<file path="src/rtl/dht11_uart_report.sv">
`default_nettype none
// dht11_uart_report: latches DHT11 samples and sends them as "H=hhh T=ttt\r\n" over an 8N1 UART.
// Optional feature macro DHT_REPORT_UNITS_EN appends '%' and 'C' (15-byte frame "H=hhh% T=tttC\r\n").
module dht11_uart_report #(
    parameter int CLK_HZ = 100000000,
    parameter int BAUD   = 9600
) (
    input  logic       clk,
    input  logic       reset,
    input  logic       data_valid,
    input  logic [7:0] humidity,
    input  logic [7:0] temperature,
    output logic       tx,
    output logic       busy,
    output logic       overrun
);
    localparam int DIV   = CLK_HZ / BAUD;
    localparam int CNT_W = $clog2(DIV);
    localparam logic [CNT_W-1:0] CNT_LAST = CNT_W'(DIV - 1);
`ifdef DHT_REPORT_UNITS_EN
    localparam logic [3:0] LAST_BYTE = 4'd14;
`else
    localparam logic [3:0] LAST_BYTE = 4'd12;
`endif

    typedef enum logic [1:0] {
        S_IDLE  = 2'd0,
        S_START = 2'd1,
        S_DATA  = 2'd2,
        S_STOP  = 2'd3
    } state_t;

    state_t           state_q;
    logic [CNT_W-1:0] cnt_q;
    logic [2:0]       bit_idx_q;
    logic [3:0]       byte_idx_q;
    logic [7:0]       hum_q, temp_q;
    logic [7:0]       pend_hum_q, pend_temp_q;
    logic             pend_vld_q;
    logic             tx_q, busy_q, overrun_q;

    logic [7:0]       frame_byte;
    logic             last_tick, frame_done, start_frame, load_drop;
    logic [7:0]       load_hum, load_temp;

    // pos: 2 = hundreds, 1 = tens, 0 = ones
    function automatic logic [7:0] ascii_digit(input logic [7:0] v, input logic [1:0] pos);
        logic [7:0] d;
        case (pos)
            2'd2:    d = v / 8'd100;
            2'd1:    d = (v % 8'd100) / 8'd10;
            default: d = v % 8'd10;
        endcase
        return 8'h30 + d;
    endfunction

    always_comb begin
        frame_byte = 8'h0A;
        case (byte_idx_q)
            4'd0:    frame_byte = 8'h48;
            4'd1:    frame_byte = 8'h3D;
            4'd2:    frame_byte = ascii_digit(hum_q, 2'd2);
            4'd3:    frame_byte = ascii_digit(hum_q, 2'd1);
            4'd4:    frame_byte = ascii_digit(hum_q, 2'd0);
`ifdef DHT_REPORT_UNITS_EN
            4'd5:    frame_byte = 8'h25;
            4'd6:    frame_byte = 8'h20;
            4'd7:    frame_byte = 8'h54;
            4'd8:    frame_byte = 8'h3D;
            4'd9:    frame_byte = ascii_digit(temp_q, 2'd2);
            4'd10:   frame_byte = ascii_digit(temp_q, 2'd1);
            4'd11:   frame_byte = ascii_digit(temp_q, 2'd0);
            4'd12:   frame_byte = 8'h43;
            4'd13:   frame_byte = 8'h0D;
            4'd14:   frame_byte = 8'h0A;
`else
            4'd5:    frame_byte = 8'h20;
            4'd6:    frame_byte = 8'h54;
            4'd7:    frame_byte = 8'h3D;
            4'd8:    frame_byte = ascii_digit(temp_q, 2'd2);
            4'd9:    frame_byte = ascii_digit(temp_q, 2'd1);
            4'd10:   frame_byte = ascii_digit(temp_q, 2'd0);
            4'd11:   frame_byte = 8'h0D;
            4'd12:   frame_byte = 8'h0A;
`endif
            default: frame_byte = 8'h0A;
        endcase
    end

    assign last_tick   = (cnt_q == CNT_LAST);
    assign frame_done  = (state_q == S_STOP) && last_tick && (byte_idx_q == LAST_BYTE);
    assign start_frame = ((state_q == S_IDLE) || frame_done) && (data_valid || pend_vld_q);
    // A live strobe always beats the pending entry; the displaced entry counts as an overrun.
    assign load_hum    = data_valid ? humidity    : pend_hum_q;
    assign load_temp   = data_valid ? temperature : pend_temp_q;
    assign load_drop   = data_valid && pend_vld_q;

    always_ff @(posedge clk or posedge reset) begin
        if (reset) begin
            state_q     <= S_IDLE;
            cnt_q       <= '0;
            bit_idx_q   <= 3'd0;
            byte_idx_q  <= 4'd0;
            hum_q       <= 8'd0;
            temp_q      <= 8'd0;
            pend_hum_q  <= 8'd0;
            pend_temp_q <= 8'd0;
            pend_vld_q  <= 1'b0;
            tx_q        <= 1'b1;
            busy_q      <= 1'b0;
            overrun_q   <= 1'b0;
        end else begin
            overrun_q <= 1'b0;
            if (data_valid && busy_q && !frame_done) begin
                pend_hum_q  <= humidity;
                pend_temp_q <= temperature;
                pend_vld_q  <= 1'b1;
                overrun_q   <= pend_vld_q;
            end
            if (state_q != S_IDLE) begin
                cnt_q <= last_tick ? '0 : cnt_q + CNT_W'(1);
            end

            case (state_q)
                S_IDLE: ;
                S_START: begin
                    if (last_tick) begin
                        state_q   <= S_DATA;
                        bit_idx_q <= 3'd0;
                        tx_q      <= frame_byte[0];
                    end
                end
                S_DATA: begin
                    if (last_tick) begin
                        if (bit_idx_q == 3'd7) begin
                            state_q <= S_STOP;
                            tx_q    <= 1'b1;
                        end else begin
                            bit_idx_q <= bit_idx_q + 3'd1;
                            tx_q      <= frame_byte[bit_idx_q + 3'd1];
                        end
                    end
                end
                S_STOP: begin
                    if (last_tick) begin
                        if (byte_idx_q != LAST_BYTE) begin
                            byte_idx_q <= byte_idx_q + 4'd1;
                            state_q    <= S_START;
                            tx_q       <= 1'b0;
                        end else begin
                            state_q <= S_IDLE;
                            busy_q  <= 1'b0;
                        end
                    end
                end
                default: state_q <= S_IDLE;
            endcase

            // Overrides the idle/stop handling above so frames can run back-to-back.
            if (start_frame) begin
                hum_q      <= load_hum;
                temp_q     <= load_temp;
                pend_vld_q <= 1'b0;
                overrun_q  <= load_drop;
                byte_idx_q <= 4'd0;
                cnt_q      <= '0;
                tx_q       <= 1'b0;
                busy_q     <= 1'b1;
                state_q    <= S_START;
            end
        end
    end

    assign tx      = tx_q;
    assign busy    = busy_q;
    assign overrun = overrun_q;

endmodule
`default_nettype wire

</file>
<file path="config.mk">
export PLATFORM = sky130hd
export DESIGN_NAME = dht11_uart_report
export DESIGN_NICKNAME = d
export VERILOG_FILES = /design/src/rtl/dht11_uart_report.sv
export SDC_FILE = /design/constraint.sdc
export NUM_CORES = 1
export LEC_CHECK = 0
export CAP_MARGIN = 20
export CELL_PAD_IN_SITES_DETAIL_PLACEMENT = 0
export CELL_PAD_IN_SITES_GLOBAL_PLACEMENT = 1
export CORE_AREA = 2 2 100 102
export CTS_CLUSTER_SIZE = 25
export DETAILED_ROUTE_END_ITERATION = 12
export DIE_AREA = 0 0 102 104
export GPL_ROUTABILITY_DRIVEN = 0
export PLACE_DENSITY = 0.95
export SLEW_MARGIN = 20
export SYNTH_ARGS = -nofsm -noshare
export SYNTH_HDL_FRONTEND = slang
export SYNTH_SLANG_ARGS = --single-unit
</file>
<file path="constraint.sdc">
create_clock -name clk -period 10.35 [get_ports clk]
set_input_delay 1.5525 -clock clk [delete_from_list [all_inputs] [get_ports clk]]
set_output_delay 1.5525 -clock clk [all_outputs]
set_load 0.05 [all_outputs]
</file>
==> flow_summary.ini, run 1 <==
[route]
wl_per_cell_um = 15.44
drt-total-wl_um = 10590
viasPerCell = 5.825
antenna_left = 0
drtPass1Iterations = 4
vias = 3996
drcViolationCount = 0
drt_iter0_drc = 251

[timing]
fin_ws_ns = 6.022
worstMarginPinSlew_ns = 1.094
maxSlewViolCount = 0
setup_viol = 0
max_slew_margin = 0.2687
skew_ns = 0.008592
fmax_mhz = 231.1
rsz0062_at_grt = no
hold_viol = 0
finalCritPeriodShare = 0.4182
period_minus_slack_ns = 4.328
setup_tns_ns = 0

[synthesis]
synth_cells = 557
async_flop_share = 1.000
synth-seq-cells = 59
avgSynthCellArea_um2 = 8.311
synthesis.nets = 593
synthDistinctLibCells = 75
synth.top_cell.area_share = 0.3135
yosysSeqAreaShare = 0.3192
syn_area_um2 = 4629
synth_edf_count = 0
synthFlopType = dfrtp_1
synth_common_cells = nor2_1 (69), dfrtp_1 (58), nand2_1 (45)
synthTopCellsByArea = dfrtp_1 (31%), nor2_1 (5.6%), mux2i_1 (5.0%)
yosys.area.top_type = dfrtp_1
synth_most_common_cell = nor2_1
yosysWarnings = 0

[global_routing]
grt_usage = 0.2095
met3_usage = 0.03696
gr-usage-met2 = 0.3459
busiest_layer = met2
overflow = 0
antenna_found_initial = 0
grt_pass1_vias = 3855
grt_use_met1 = 0.2645
grt_max_degree = 60
grt_pass1_wl_um = 18080

[final_layout]
final_area_um2 = 5047
area_growth_pct = 9.027
nNetsFinal = 585
num-fill-cells = 897
regArea_um2 = 1478
antenna_cells = 0
drive_gt1_frac = 0.09946
multi_input_area_um2 = 2882

[clocking]
cts_max_path_buffers = 2
cts_tree = done
clk_pin_slew_ns = 0.06
postCtsSetupRepairBufs = 0
hold_buffers = 0
cts_root_buf = clkbuf_8
postCtsResizedCells = 0
cts_sinks = 59
worstSkewPairLatency_ns = 0.34
numCtsBuffers = 9
h-tree-depth = 3

[die]
core_um2 = 9549
die_w_um = 102
dieHeight_um = 104
die_area_um2 = 10610
start_util = 0.4848
ios = 22
std_cell_rows = 36

[place]
place_hpwl_um = 7692
port_buffers = 21
dpl_cell_area_um2 = 4822
pre_cts_ws_ns = 6.047

[worst_setup_path]
end_kind = register
worstSetupPathType = reg -> reg
arrival_ns = 4.58
worst-r2r-setup-slack_ns = 6.02
critPathMaxFanout = 25
critical_path.slowest_cell = dfrtp_1
critical_path.top_delay_family = compound AO/OA/AOI/OAI gates
cp_slowest_stage_delay_ns = 0.77
crit_buf_inv = 0
start_kind = register
crit_chain = nor2b_2, a21oi_2, o221ai_2, a21oi_2, or4_4, a21boi_1, o32a_1, ha_1, nor2_1, a2111oi_0, o21a_1, nor3_1, a21o_1, a2111oi_2, nor2_1
critPathRequiredTime_ns = 10.61

[power_and_ir_drop]
leakage_nw = 2.100
power_density_nw_per_um2 = 95.82
vdd_ir_drop_max_v = 0.0001181

[status]
outcome = finished clean

[job]
cap_violations = 0

[worst_hold_path]
min_path_type = reg -> reg
## per-stage QoR
step           hold WS, ns  total power, mW  cells    util
4_1_cts             0.5110           0.4880    686  0.5286
2_1_floorplan       0.4757           0.2430    557       -
3_3_place_gp        0.4871           0.2541    671  0.5050
3_5_place_dp        0.4958           0.2542    671  0.5050
6_report            0.5075           0.4836    686  0.5286
5_1_grt             0.5334           0.4982    686  0.5286
## cell families after synthesis
kind of cell | share of synthesized area
multiplexers | 0.08865
AO/OA/AOI/OAI | 0.2276
other | 0.0008100
adder cells (fa/ha/maj) | 0.05027
XOR/XNOR | 0.04135
buffers and inverters | 0.05838
AND/OR/NAND/NOR | 0.2138
flip-flops | 0.3192
## sequential cells by signal, indices dropped and copies added, names as in the netlist
signal and flops:
pend_hum_q 8, temp_q 8, state_q 2, overrun 1
busy 1, tx 1, pend_vld_q 1, cnt_q 14
pend_temp_q 8, bit_idx_q 3, hum_q 8, byte_idx_q 4
## report_power, final
| group | internal [mW] | switching, mW |
|---|---|---|
| logic | 0.00897 | 0.0101 |
| registers | 0.231 | 0 |
| clock network | 0.147 | 0.0866 |
| total | 0.387 | 0.0968 |
## worst paths after layout
path | start | to | cells after the start
hold reg to reg | pend_temp_q[5]$_DFFE_PP0P_ | pend_temp_q[5]$_DFFE_PP0P_ | 1
min in group asynchronous | reset | cnt_q[2]$_DFFE_PP0P_ | 3
setup reg to reg | temp_q[4]$_DFFE_PP0P_ | tx$_DFFE_PP1P_ | 15
setup / recovery | temp_q[4]$_DFFE_PP0P_ | tx$_DFFE_PP1P_ | 15
hold / removal | pend_temp_q[5]$_DFFE_PP0P_ | pend_temp_q[5]$_DFFE_PP0P_ | 1
max in group asynchronous | reset | pend_temp_q[6]$_DFFE_PP0P_ | 3
## cell usage in the layout (no fill, tap or decap), types with 10 or more instances in the layout
master | Yosys | layout
inv_1 | 19 | 18
mux2i_1 | 23 | 23
a21oi_1 | 43 | 43
nand2_1 | 45 | 45
nand3_1 | 16 | 16
mux2_2 | 16 | 16
ha_1 | 17 | 17
dfrtp_1 | 58 | 58
nor2_1 | 69 | 69
clkbuf_8 | 0 | 11
xor2_1 | 10 | 10
xnor2_1 | 10 | 10
nor3_1 | 15 | 15
clkdlybuf4s50_1 | 0 | 21
o21ai_0 | 31 | 31
nand2b_1 | 13 | 13
## final cells by class
cell class / instances / area share
Timing Repair Buffer: 23 / 0.04462
Clock buffer: 11 / 0.03000
Inverter: 19 / 0.01413
Multi-Input combinational cell: 437 / 0.5709
Tap cell: 133 / 0.03297
Sequential cell: 59 / 0.2928
Clock inverter: 4 / 0.01463
## routing by layer
metal / vias up / wire length [um] / part of all wire
li1: 1999 / - / -
met1: 1881 / 4549 / 0.43
met2: 93 / 5307 / 0.50
met3: 23 / 419 / 0.040
met4: 0 / 312 / 0.029
met5: - / 0 / 0
Power figures use the tool's default switching activity.
==> run 2, diff against run 1 <==
--- a/config.mk
+++ b/config.mk
@@ -8,12 +8,12 @@
 export CAP_MARGIN = 20
 export CELL_PAD_IN_SITES_DETAIL_PLACEMENT = 0
 export CELL_PAD_IN_SITES_GLOBAL_PLACEMENT = 1
-export CORE_AREA = 2 2 100 102
+export CORE_AREA = 2 2 103 105
 export CTS_CLUSTER_SIZE = 25
 export DETAILED_ROUTE_END_ITERATION = 12
-export DIE_AREA = 0 0 102 104
+export DIE_AREA = 0 0 105 107
 export GPL_ROUTABILITY_DRIVEN = 0
-export PLACE_DENSITY = 0.95
+export PLACE_DENSITY = 0.91
 export SLEW_MARGIN = 20
 export SYNTH_ARGS = -nofsm -noshare
 export SYNTH_HDL_FRONTEND = slang
==> constraint.sdc (replaced) <==
create_clock -name clk -period 4.4 [get_ports clk]
set_input_delay 0.66 -clock clk [delete_from_list [all_inputs] [get_ports clk]]
set_output_delay 0.66 -clock clk [all_outputs]
set_load 0.05 [all_outputs]
==> flow_summary.ini, run 2 (synthesized netlist as in run 1, its figures left out) <==
[status]
outcome = finished clean

[die]
core_um2 = 10090
die_area_um2 = 11240
std_cell_rows = 37
die_w_um = 105
start_util = 0.4587
dieHeight_um = 107
ios = 22

[route]
drt_iter0_drc = 265
wl_per_cell_um = 14.76
drtPass1Iterations = 7
vias = 4045
drt-total-wl_um = 10350
antenna_left = 0
viasPerCell = 5.770
drcViolationCount = 0

[timing]
worstMarginPinSlew_ns = 0.8750
setup_tns_ns = 0
maxSlewViolCount = 0
whs_ns = 0.5065
rsz0062_at_grt = no
finalCritPeriodShare = 0.9159
setup_viol = 0
skew_ns = 0.008989
hold_viol = 0
period_minus_slack_ns = 4.030
fin_ws_ns = 0.3699
fmax_mhz = 248.1
max_slew_margin = 0.4150

[clocking]
cts_max_path_buffers = 2
hold_buffers = 0
numCtsBuffers = 9
cts_root_buf = clkbuf_8
clk_pin_slew_ns = 0.07
worstSkewPairLatency_ns = 0.34
cts_tree = done
cts_sinks = 59
h-tree-depth = 3
postCtsSetupRepairBufs = 0

[power_and_ir_drop]
leakage_nw = 2.145
power_density_nw_per_um2 = 218.7
vdd_ir_drop_max_v = 0.0002093
finalPower_mw = 1.123

[worst_setup_path]
critPathRequiredTime_ns = 4.66
arrival_ns = 4.29
worstSetupPathType = reg -> reg
r2r_cells = 15
start_kind = register
end_kind = register
critPathMaxFanout = 13

[final_layout]
multi_input_area_um2 = 2889
stdcell_count = 701
fin_util = 0.5087
layout_commonest_cell = nor2_1
drive_gt1_frac = 0.1204
num-fill-cells = 955
regArea_um2 = 1479
final_area_um2 = 5134
final_cell_mix = nor2_1 (69), dfrtp_1 (57), nand2_1 (45)
nNetsFinal = 596
antenna_cells = 0
top_register = cnt_q
area_growth_pct = 10.89
largest_reg_flops = 14

[global_routing]
antenna_found_initial = 0
grt_usage = 0.1918
grt_pass1_wl_um = 17840
grt_max_degree = 34
grt_pass1_vias = 3843
overflow = 0

[job]
cap_violations = 0

[place]
pre_cts_ws_ns = 0.3154
place_hpwl_um = 7633
dpl_cell_area_um2 = 4908
post-place-cells = 685
port_buffers = 21

[worst_hold_path]
min_path_type = reg -> reg
min_delay_path_depth = 1
run 2: cell types whose count changed in the layout (fill, tap and decap cells not counted):
cell / before / now
clkinvlp_4: 0 / 3
buf_4: 2 / 13
dfrtp_2: 0 / 1
dfrtp_1: 58 / 57
clkinv_4: 1 / 0
clkinv_2: 1 / 2
a21oi_4: 0 / 1
clkbuf_8: 11 / 9
a21oi_2: 2 / 1
run 2: timing repair:
action,4_1_cts,5_1_grt
gates resized for setup,0,2
endpoints found under the hold margin,0,0
setup endpoints to repair,0,1
run 2: path summary, 6_finish.rpt:
check	from	to	slack, ns
worst min register to register	pend_hum_q[0]$_DFFE_PP0P_	pend_hum_q[0]$_DFFE_PP0P_	0.51
max in group asynchronous	reset	tx$_DFFE_PP1P_	2.87
worst min-delay path	pend_hum_q[0]$_DFFE_PP0P_	pend_hum_q[0]$_DFFE_PP0P_	0.51
worst max-delay path	temp_q[4]$_DFFE_PP0P_	tx$_DFFE_PP1P_	0.37
worst max register to register	temp_q[4]$_DFFE_PP0P_	tx$_DFFE_PP1P_	0.37
min in group asynchronous	reset	pend_hum_q[0]$_DFFE_PP0P_	0.67
run 2: worst max-delay path, stage by stage, from the launching register on:
cell	delay, ns
dfrtp_1	0.55
nor2b_2	0.32
a21oi_2	0.06
o221ai_2	0.22
a21oi_4	0.15
or4_4	0.58
a21boi_1	0.17
o32a_1	0.35
ha_1	0.28
nor2_1	0.04
a2111oi_0	0.40
o21a_1	0.21
nor3_1	0.05
a21o_1	0.22
a2111oi_2	0.28
nor2_1	0.08
run 2: report_power, final:
| group | total [mW] | internal [mW] | switching [mW] |
|---|---|---|---|
| registers | 0.542 | 0.542 | 0 |
| clock network | 0.538 | 0.316 | 0.222 |
| logic | 0.0424 | 0.0211 | 0.0214 |
run 2: routing by layer:
layer  up-vias  wire length, um  global-route usage
met5         -                0                   0
li1       2021                -                   -
met4         0              140             0.06381
met2        89             5033              0.3214
met1      1921             4797              0.2511
met3        14              374             0.03404
run 2: area by class of cell:
type | instances | share of cell area
multi-input combinational | 437 | 0.5628
sequential | 59 | 0.2881
timing repair buffer | 34 | 0.05996
tap | 136 | 0.03315
clock buffer | 9 | 0.02413
clock inverter | 7 | 0.01804
inverter | 19 | 0.01389
